--- src/rtl/tcp_sched_flag_table.sv ---
// Per-flow rt/ack_pend/data_pend flag table fed by scheduler commands, with a round-robin
// pending-flow scanner and a one-cycle lookup port. Field op encoding: 0=SET, 1=CLEAR, 2/3=NOP.
module tcp_sched_flag_table #(
    parameter  int unsigned FLOWID_W            = 3,
    parameter  int unsigned TIMESTAMP_W         = 64,
    localparam int unsigned SCHED_CMD_STRUCT_W  = FLOWID_W + 3 * (2 + TIMESTAMP_W),
    localparam int unsigned SCHED_DATA_STRUCT_W = FLOWID_W + 3 * (1 + TIMESTAMP_W)
) (
    input  logic                           clk,
    input  logic                           rst_n,
    input  logic                           sched_cmd_val,
    input  logic [SCHED_CMD_STRUCT_W-1:0]  sched_cmd,
    output logic                           sched_cmd_rdy,
    output logic                           sched_data_val,
    output logic [SCHED_DATA_STRUCT_W-1:0] sched_data,
    input  logic                           sched_data_rdy,
    input  logic                           rd_req_val,
    input  logic [FLOWID_W-1:0]            rd_req_flowid,
    output logic                           rd_resp_val,
    output logic [SCHED_DATA_STRUCT_W-1:0] rd_resp_data
);

    localparam int unsigned NUM_FLOWS = 2 ** FLOWID_W;
    localparam int unsigned CMD_FLD_W = 2 + TIMESTAMP_W;
    localparam int unsigned DAT_FLD_W = 1 + TIMESTAMP_W;
    localparam int unsigned ENTRY_W   = 3 * DAT_FLD_W;

    typedef enum logic [1:0] {
        FLAG_SET   = 2'd0,
        FLAG_CLEAR = 2'd1,
        FLAG_NOP   = 2'd2
    } flag_op_t;

    typedef enum logic {
        SCAN,
        HOLD
    } state_t;

    state_t state_q, state_d;

    // Field index 2 = rt, 1 = ack_pend, 0 = data_pend (matches struct packing, rt at MSB).
    logic [2:0]             flag_q [NUM_FLOWS];
    logic [TIMESTAMP_W-1:0] ts_q   [NUM_FLOWS][3];

    logic [FLOWID_W-1:0]    scan_ptr;
    logic                   scan_hit;
    logic [ENTRY_W-1:0]     scan_entry;
    logic [ENTRY_W-1:0]     rd_entry;
    logic                   cmd_acc;
    logic [FLOWID_W-1:0]    cmd_flowid;
    logic [1:0]             cmd_op [3];
    logic [TIMESTAMP_W-1:0] cmd_ts [3];
    logic [FLOWID_W-1:0]    held_flowid;

    assign cmd_acc     = sched_cmd_val && sched_cmd_rdy;
    assign cmd_flowid  = sched_cmd[SCHED_CMD_STRUCT_W-1 -: FLOWID_W];
    assign scan_hit    = |flag_q[scan_ptr];
    assign held_flowid = sched_data[SCHED_DATA_STRUCT_W-1 -: FLOWID_W];

    always_comb begin
        scan_entry = '0;
        rd_entry   = '0;
        for (int unsigned k = 0; k < 3; k++) begin
            scan_entry[k*DAT_FLD_W +: DAT_FLD_W] = {flag_q[scan_ptr][k], ts_q[scan_ptr][k]};
            rd_entry[k*DAT_FLD_W +: DAT_FLD_W]   = {flag_q[rd_req_flowid][k], ts_q[rd_req_flowid][k]};
        end
    end

    always_comb begin
        for (int unsigned k = 0; k < 3; k++) begin
            cmd_op[k] = sched_cmd[k*CMD_FLD_W + TIMESTAMP_W +: 2];
            cmd_ts[k] = sched_cmd[k*CMD_FLD_W +: TIMESTAMP_W];
        end
    end

    always_ff @(posedge clk or negedge rst_n) begin
        if (!rst_n) begin
            sched_cmd_rdy <= 1'b0;
        end else begin
            sched_cmd_rdy <= 1'b1;
        end
    end

    // Scanner and lookup read the registered table, so a same-cycle command is not visible to them.
    always_ff @(posedge clk or negedge rst_n) begin
        if (!rst_n) begin
            for (int unsigned f = 0; f < NUM_FLOWS; f++) begin
                flag_q[f] <= '0;
                for (int unsigned k = 0; k < 3; k++) begin
                    ts_q[f][k] <= '0;
                end
            end
        end else if (cmd_acc) begin
            for (int unsigned k = 0; k < 3; k++) begin
                if (cmd_op[k] == FLAG_SET) begin
                    flag_q[cmd_flowid][k] <= 1'b1;
                    ts_q[cmd_flowid][k]   <= cmd_ts[k];
                end else if (cmd_op[k] == FLAG_CLEAR) begin
                    flag_q[cmd_flowid][k] <= 1'b0;
                    ts_q[cmd_flowid][k]   <= cmd_ts[k];
                end
            end
        end
    end

    always_ff @(posedge clk or negedge rst_n) begin
        if (!rst_n) begin
            state_q <= SCAN;
        end else begin
            state_q <= state_d;
        end
    end

    always_comb begin
        state_d = state_q;
        case (state_q)
            SCAN:    if (scan_hit) state_d = HOLD;
            HOLD:    if (sched_data_rdy) state_d = SCAN;
            default: state_d = SCAN;
        endcase
    end

    always_comb begin
        sched_data_val = (state_q == HOLD);
    end

    always_ff @(posedge clk or negedge rst_n) begin
        if (!rst_n) begin
            scan_ptr   <= '0;
            sched_data <= '0;
        end else begin
            case (state_q)
                SCAN: begin
                    if (scan_hit) begin
                        sched_data <= {scan_ptr, scan_entry};
                    end else begin
                        scan_ptr <= scan_ptr + 1'b1;
                    end
                end
                HOLD: begin
                    if (sched_data_rdy) begin
                        scan_ptr <= held_flowid + 1'b1;
                    end
                end
                default: scan_ptr <= '0;
            endcase
        end
    end

    always_ff @(posedge clk or negedge rst_n) begin
        if (!rst_n) begin
            rd_resp_val  <= 1'b0;
            rd_resp_data <= '0;
        end else begin
            rd_resp_val <= rd_req_val;
            if (rd_req_val) begin
                rd_resp_data <= {rd_req_flowid, rd_entry};
            end
        end
    end

endmodule

--- config.mk ---
export PLATFORM = sky130hd
export DESIGN_NAME = tcp_sched_flag_table
export DESIGN_NICKNAME = d
export VERILOG_FILES = /design/src/rtl/tcp_sched_flag_table.sv
export SDC_FILE = /design/constraint.sdc
export NUM_CORES = 2
export LEC_CHECK = 0
export BUFFER_PORTS_ARGS = -buffer_cell sky130_fd_sc_hd__buf_2
export CAP_MARGIN = 10
export CELL_PAD_IN_SITES_DETAIL_PLACEMENT = 1
export CELL_PAD_IN_SITES_GLOBAL_PLACEMENT = 2
export CORE_MARGIN = 3
export CORE_UTILIZATION = 40
export CTS_BUF_LIST = sky130_fd_sc_hd__clkbuf_8
export CTS_CLUSTER_DIAMETER = 80
export DETAILED_ROUTE_END_ITERATION = 16
export PLACE_DENSITY = 0.81
export SYNTH_ARGS = -nofsm -noshare
export SYNTH_HDL_FRONTEND = slang
export SYNTH_SLANG_ARGS = --single-unit
--- constraint.sdc ---
create_clock -name clk -period 6.39 [get_ports clk]
set_input_delay 0.639 -clock clk [delete_from_list [all_inputs] [get_ports clk]]
set_output_delay 0.639 -clock clk [all_outputs]
set_load 0.1 [all_outputs]
* Word level (Yosys, flattened, before mapping)
Cells that the tools add are included.
Word-level totals: flip-flop bits (word level) 1962, bits of input ports 209, output and inout bits 399, logic and storage cells 119
Operators by class: add/subtract/negate cells 2, $lt $le $gt $ge 4, equal/unequal tests 5, muxes and demuxes 49, bitwise gates (word level) 13, reduce and logical (&&, ||, !) cells 8
Operator list (count):
- $mux W1536 | 8
- $bwmux W1536 | 3
- $demux W192 S3 | 3
- $bmux W192 S3 | 2
- $mux W192 | 5
- $mux W24 | 8
- $mux W128 | 1
- $and A24 B24 Y24 | 3
- $not A24 Y24 | 3
- $or A24 B24 Y24 | 3
- $mux W64 | 1
- $demux W3 S3 | 3
- $mux W3 | 7
- $bmux W3 S3 | 2
- $ge A4 B4 Y1 const B | 3
- $not A3 Y4 | 3
- $add A3 B1 Y3 const B | 2
- $eq A2 B1 Y1 const B | 3
- $logic_not A2 Y1 | 3
- $pmux W3 S2 | 1
- $lt A4 B1 Y1 const B | 1
- $ne A2 B2 Y1 const B | 2
- $reduce_and A2 Y1 | 2
- $mux W1 | 3
- 5 further kinds | 6

* Longest topological paths before layout
word-level depth 17, gate-level depth with buffers 10, gate-level depth less buffers 5

* Worst setup path after synthesis
No wires, ideal clock.
kind register -> register, start point register sched_cmd_rdy, end point register ts_q[566] (netlist name), setup time 0.125 ns, arrival time 2.660 ns, required time 6.265 ns, slack 3.605 ns, cell stages (with the launch flop) 7, buffers on the path 2, period minus slack after synthesis 2.785 ns, cells stage by stage dfrtp_1 -> nand2_1 -> or2_2 -> nor2_1 -> clkbuf_1 -> buf_1 -> mux2_2
On the way: cells in the longest elaborated chain, start to end 1
RTL lines:
- start, declared | RTL line 13 | output logic sched_cmd_rdy,
- start signal, assigned | RTL line 78 | sched_cmd_rdy <= 1'b0;
- start signal, assigned | RTL line 80 | sched_cmd_rdy <= 1'b1;
- $logic_and A1 B1 Y1 | RTL line 55 | assign cmd_acc = sched_cmd_val && sched_cmd_rdy;
- end signal, assigned by index | RTL line 97 | ts_q[cmd_flowid][k] <= cmd_ts[k];
- end signal, assigned by index | RTL line 100 | ts_q[cmd_flowid][k] <= cmd_ts[k];
- end, declared | RTL line 43 | logic [TIMESTAMP_W-1:0] ts_q [NUM_FLOWS][3];
Every way passes these cells. A chain may end at the register's enable or synchronous reset.

* Worst setup path after layout
start point register scan_ptr[1], end point register sched_data[197]
On the way: cells in the longest elaborated chain, start to end 6
RTL lines:
- start, declared | RTL line 45 | logic [FLOWID_W-1:0] scan_ptr;
- start signal, assigned | RTL line 137 | scan_ptr <= scan_ptr + 1'b1;
- start signal, assigned | RTL line 142 | scan_ptr <= held_flowid + 1'b1;
- $not A3 Y4 (implied by the code) | RTL line 57 | assign scan_hit = |flag_q[scan_ptr];
- $bmux W3 S3 | RTL line 57
- $mux W3 (implied by the code) (2 in series) | RTL line 57
- $reduce_or A3 Y1 | RTL line 57
- $reduce_and A2 Y1 (no line)
- end signal, assigned | RTL line 135 | sched_data <= {scan_ptr, scan_entry};
- end, declared | RTL line 15 | output logic [SCHED_DATA_STRUCT_W-1:0] sched_data,
Every way passes these cells. The select of a mux whose other input is x is not followed.

==> results.json <==
{
  "crit_fanout": 42,
  "rr_endpoint": "sched_data[197]",
  "r2r_slack_ns": 2.09,
  "clockPowerShare": 0.246,
  "p_seq_frac": 0.357,
  "drive_above_1_share": 0.533,
  "area_delta_synth_final_pct": 16.5,
  "clkSlewWorstSetupHoldPaths_ns": 0.06,
  "antenna_found_initial": 35,
  "synthDistinctLibCells": 31,
  "die_y_um": 492,
  "sw_frac_of_total": 0.391,
  "worstReg2RegStart": "scan_ptr[1]",
  "drt_iter0_drc": 3297,
  "status": "finished clean",
  "hold_viol": 0,
  "cts_resized": 0,
  "cts.sinks": 1962,
  "endpoint_kind": "flip-flop",
  "layout.nets": 6984,
  "worst_pin_slew_ns": 1.18,
  "die_area_um2": 242000,
  "setup_viol": 0,
  "ys.flop_type": "dfrtp_1",
  "ys_ff_latch": 1962,
  "grt_pass1_vias": 65400,
  "initial_core_util": 0.404,
  "core_region_area_um2": 234000,
  "leakage_nw": 50.0,
  "startpoint": "scan_ptr[1]",
  "drc": 0,
  "cts-root-buf": "clkbuf_8",
  "gp_congestion": 0.760,
  "startpoint_type": "flip-flop",
  "drtPass1Iterations": 5,
  "drt_wl_total_mm": 279,
  "skew_ns": 0.109,
  "finalMaxSlewViolations": 0,
  "finalSetupTns_ns": 0,
  "antenna_left": 0,
  "synthesis.nets": 6171,
  "routedWlPerCell_um": 27.4,
  "p_sw_mw": 18.9,
  "maxCapViolations": 0,
  "cts.path.max_buffers": 4,
  "cp.required_ns": 7.28,
  "synthesis.instances": 5961,
  "viasPerCell": 5.71,
  "numCtsBuffers": 361,
  "yosys-top-cells-area": "dfrtp_1 (52%), mux2_2 (20%), mux4_2 (19%), mux2i_1 (2.2%), mux2_1 (1.8%)",
  "synth_warnings": 0,
  "fp.dieW_um": 492,
  "whs_ns": 0.189,
  "p_comb_frac": 0.397,
  "grt_pass1_wl_mm": 423,
  "post_cts_buffers": 0,
  "synth_edf_count": 0,
  "reg2reg_depth": 7,
  "period_share": 0.673,
  "internal_power_mw": 29.4,
  "yosys.area.top_type": "dfrtp_1",
  "max_clock_freq_mhz": 233,
  "relSlewSlack": 0.214,
  "grt_max_degree": 178,
  "hold_path.class": "primary input to flip-flop",
  "crit_type": "flip-flop to flip-flop",
  "worstSetupEndpoint": "sched_data[197]",
  "pin_count": 608,
  "period_needed_ns": 4.30,
  "vias": 58100,
  "avgSynthCellArea_um2": 15.9,
  "dpl.hpwl_mm": 164,
  "port_buffers": 607,
  "power_density_nw_per_um2": 439,
  "row_count": 177,
  "ys_seq_area_frac": 0.519,
  "overflow": 0,
  "async_flop_share": 1.00,
  "grt_usage": 0.229,
  "clk_latency_ns": 1.11,
  "peakVddDrop_mv": 0.339,
  "rsz0062_at_grt": "false",
  "arrival_ns": 5.19,
  "htreeDepth": 5,
  "cts_tree": "done",
  "syn_area_um2": 94600,
  "synth_top_area_frac": 0.519
}
## metal layers
layer,track usage,part of all wire,vias to the layer above,wire length [um]
li1,-,-,24300,-
met1,0.295,0.42,31700,117000
met2,0.383,0.50,1511,138000
met3,0.0450,0.051,543,14200
met4,0.0869,0.035,20,9890
met5,0,0.00049,-,137
## through the flow
stage	worst slack (ns)	instance area (um^2)	utilization	power [mW]	cells
after floorplan	3.61	94600	-	31.9	5961
after global placement	1.83	101000	0.432	36.1	9345
after detailed placement	1.82	101000	0.432	36.7	9345
after CTS	1.82	110000	0.471	48.9	10100
after global routing	1.75	110000	0.471	50.7	10200
final	2.09	110000	0.471	48.3	10200
## worst min-delay path by stage
stage / from / end / cells after the start
after floorplan: rst_n / asynchronous set/reset pin / 0
after global placement: sched_data[64] / sched_data[64] / 1
after detailed placement: sched_data[64] / sched_data[64] / 1
after CTS: sched_data_rdy / sched_data_val / 3
after global routing: sched_data_rdy / sched_data_val / 3
final: sched_data_rdy / sched_data_val / 3
## layout by cell type, fill, tap and decap left out, drive strengths merged, types with 2 or more instances in the layout
cell type	Yosys	layout
a21o	3	3
a21oi	195	195
buf	173	714
bufinv	0	4
clkbuf	289	456
clkinv	0	31
clkinvlp	0	6
dfrtp	1962	1962
diode	0	24
dlygate4sd3	0	198
inv	11	120
mux2	1865	1865
mux2i	209	209
mux4	779	779
nand2	226	226
nand3b	3	3
nor2	212	212
nor3	2	2
nor3b	3	3
o21ai	17	17
or2	3	3
## logic make-up (layout without fill, tap and decap cells)
family | Yosys count | after routing | synth area share
multiplexers | 2853 | 2853 | 0.430
XOR/XNOR | 1 | 1 | 0.0000926
buffers and inverters | 473 | 1529 | 0.0208
flip-flops | 1962 | 1962 | 0.519
adder cells (fa/ha/maj) | 1 | 1 | 0.000132
AND/OR/NAND/NOR | 453 | 453 | 0.0186
other | 1 | 25 | 0.0000396
AO/OA/AOI/OAI | 217 | 217 | 0.0117
## sequential cells by signal, summed over array words and instances, names as in the netlist, named ones only
signal / cells
rd_resp_val: 1
sched_data_val: 1
ts_q: 1536
scan_ptr: 3
sched_data: 198
rd_resp_data: 198
sched_cmd_rdy: 1
## worst max-delay path, stage by stage, from the launching register on
cell and delay, ns:
dfrtp_4 0.77, buf_4 0.73, mux4_2 0.42, o22ai_1 0.22, a311oi_2 0.14, nor3_4 0.81, buf_4 0.63, mux2_2 0.40
## cell type report
cell class,instances,area [um^2]
sequential,1962,49100
clock buffer,456,6280
multi-input combinational,3526,43800
clock inverter,150,768
inverter,11,41.3
fill,22900,124000
antenna,24,60.1
timing repair buffer,912,6220
tap,3132,3920
## power by group through the flow
stage	Sequential, mW	Combinational, mW	Clock [mW]
4_1_cts	17.2	19.4	12.2
3_3_place_gp	17.2	18.9	0
2_1_floorplan	21.7	10.2	0
5_1_grt	17.6	20.2	12.8
6_report	17.3	19.2	11.9
3_5_place_dp	17.4	19.3	0
## synth_stat cells (11+ instances only)
library cell	number
inv_1	11
mux2_2	1713
a21oi_1	195
buf_2	67
mux2_1	150
o21ai_0	17
clkbuf_1	289
buf_1	88
buf_6	11
dfrtp_1	1962
nor2_1	212
mux2i_1	209
nand2_1	226
mux4_2	779
## repair_timing
action / 4_1_cts / 5_1_grt
hold buffers: 198 / 0
endpoints found under the setup margin: 0 / 0
endpoints found under the hold margin: 1677 / 0
(Power assumes the default switching activity.)
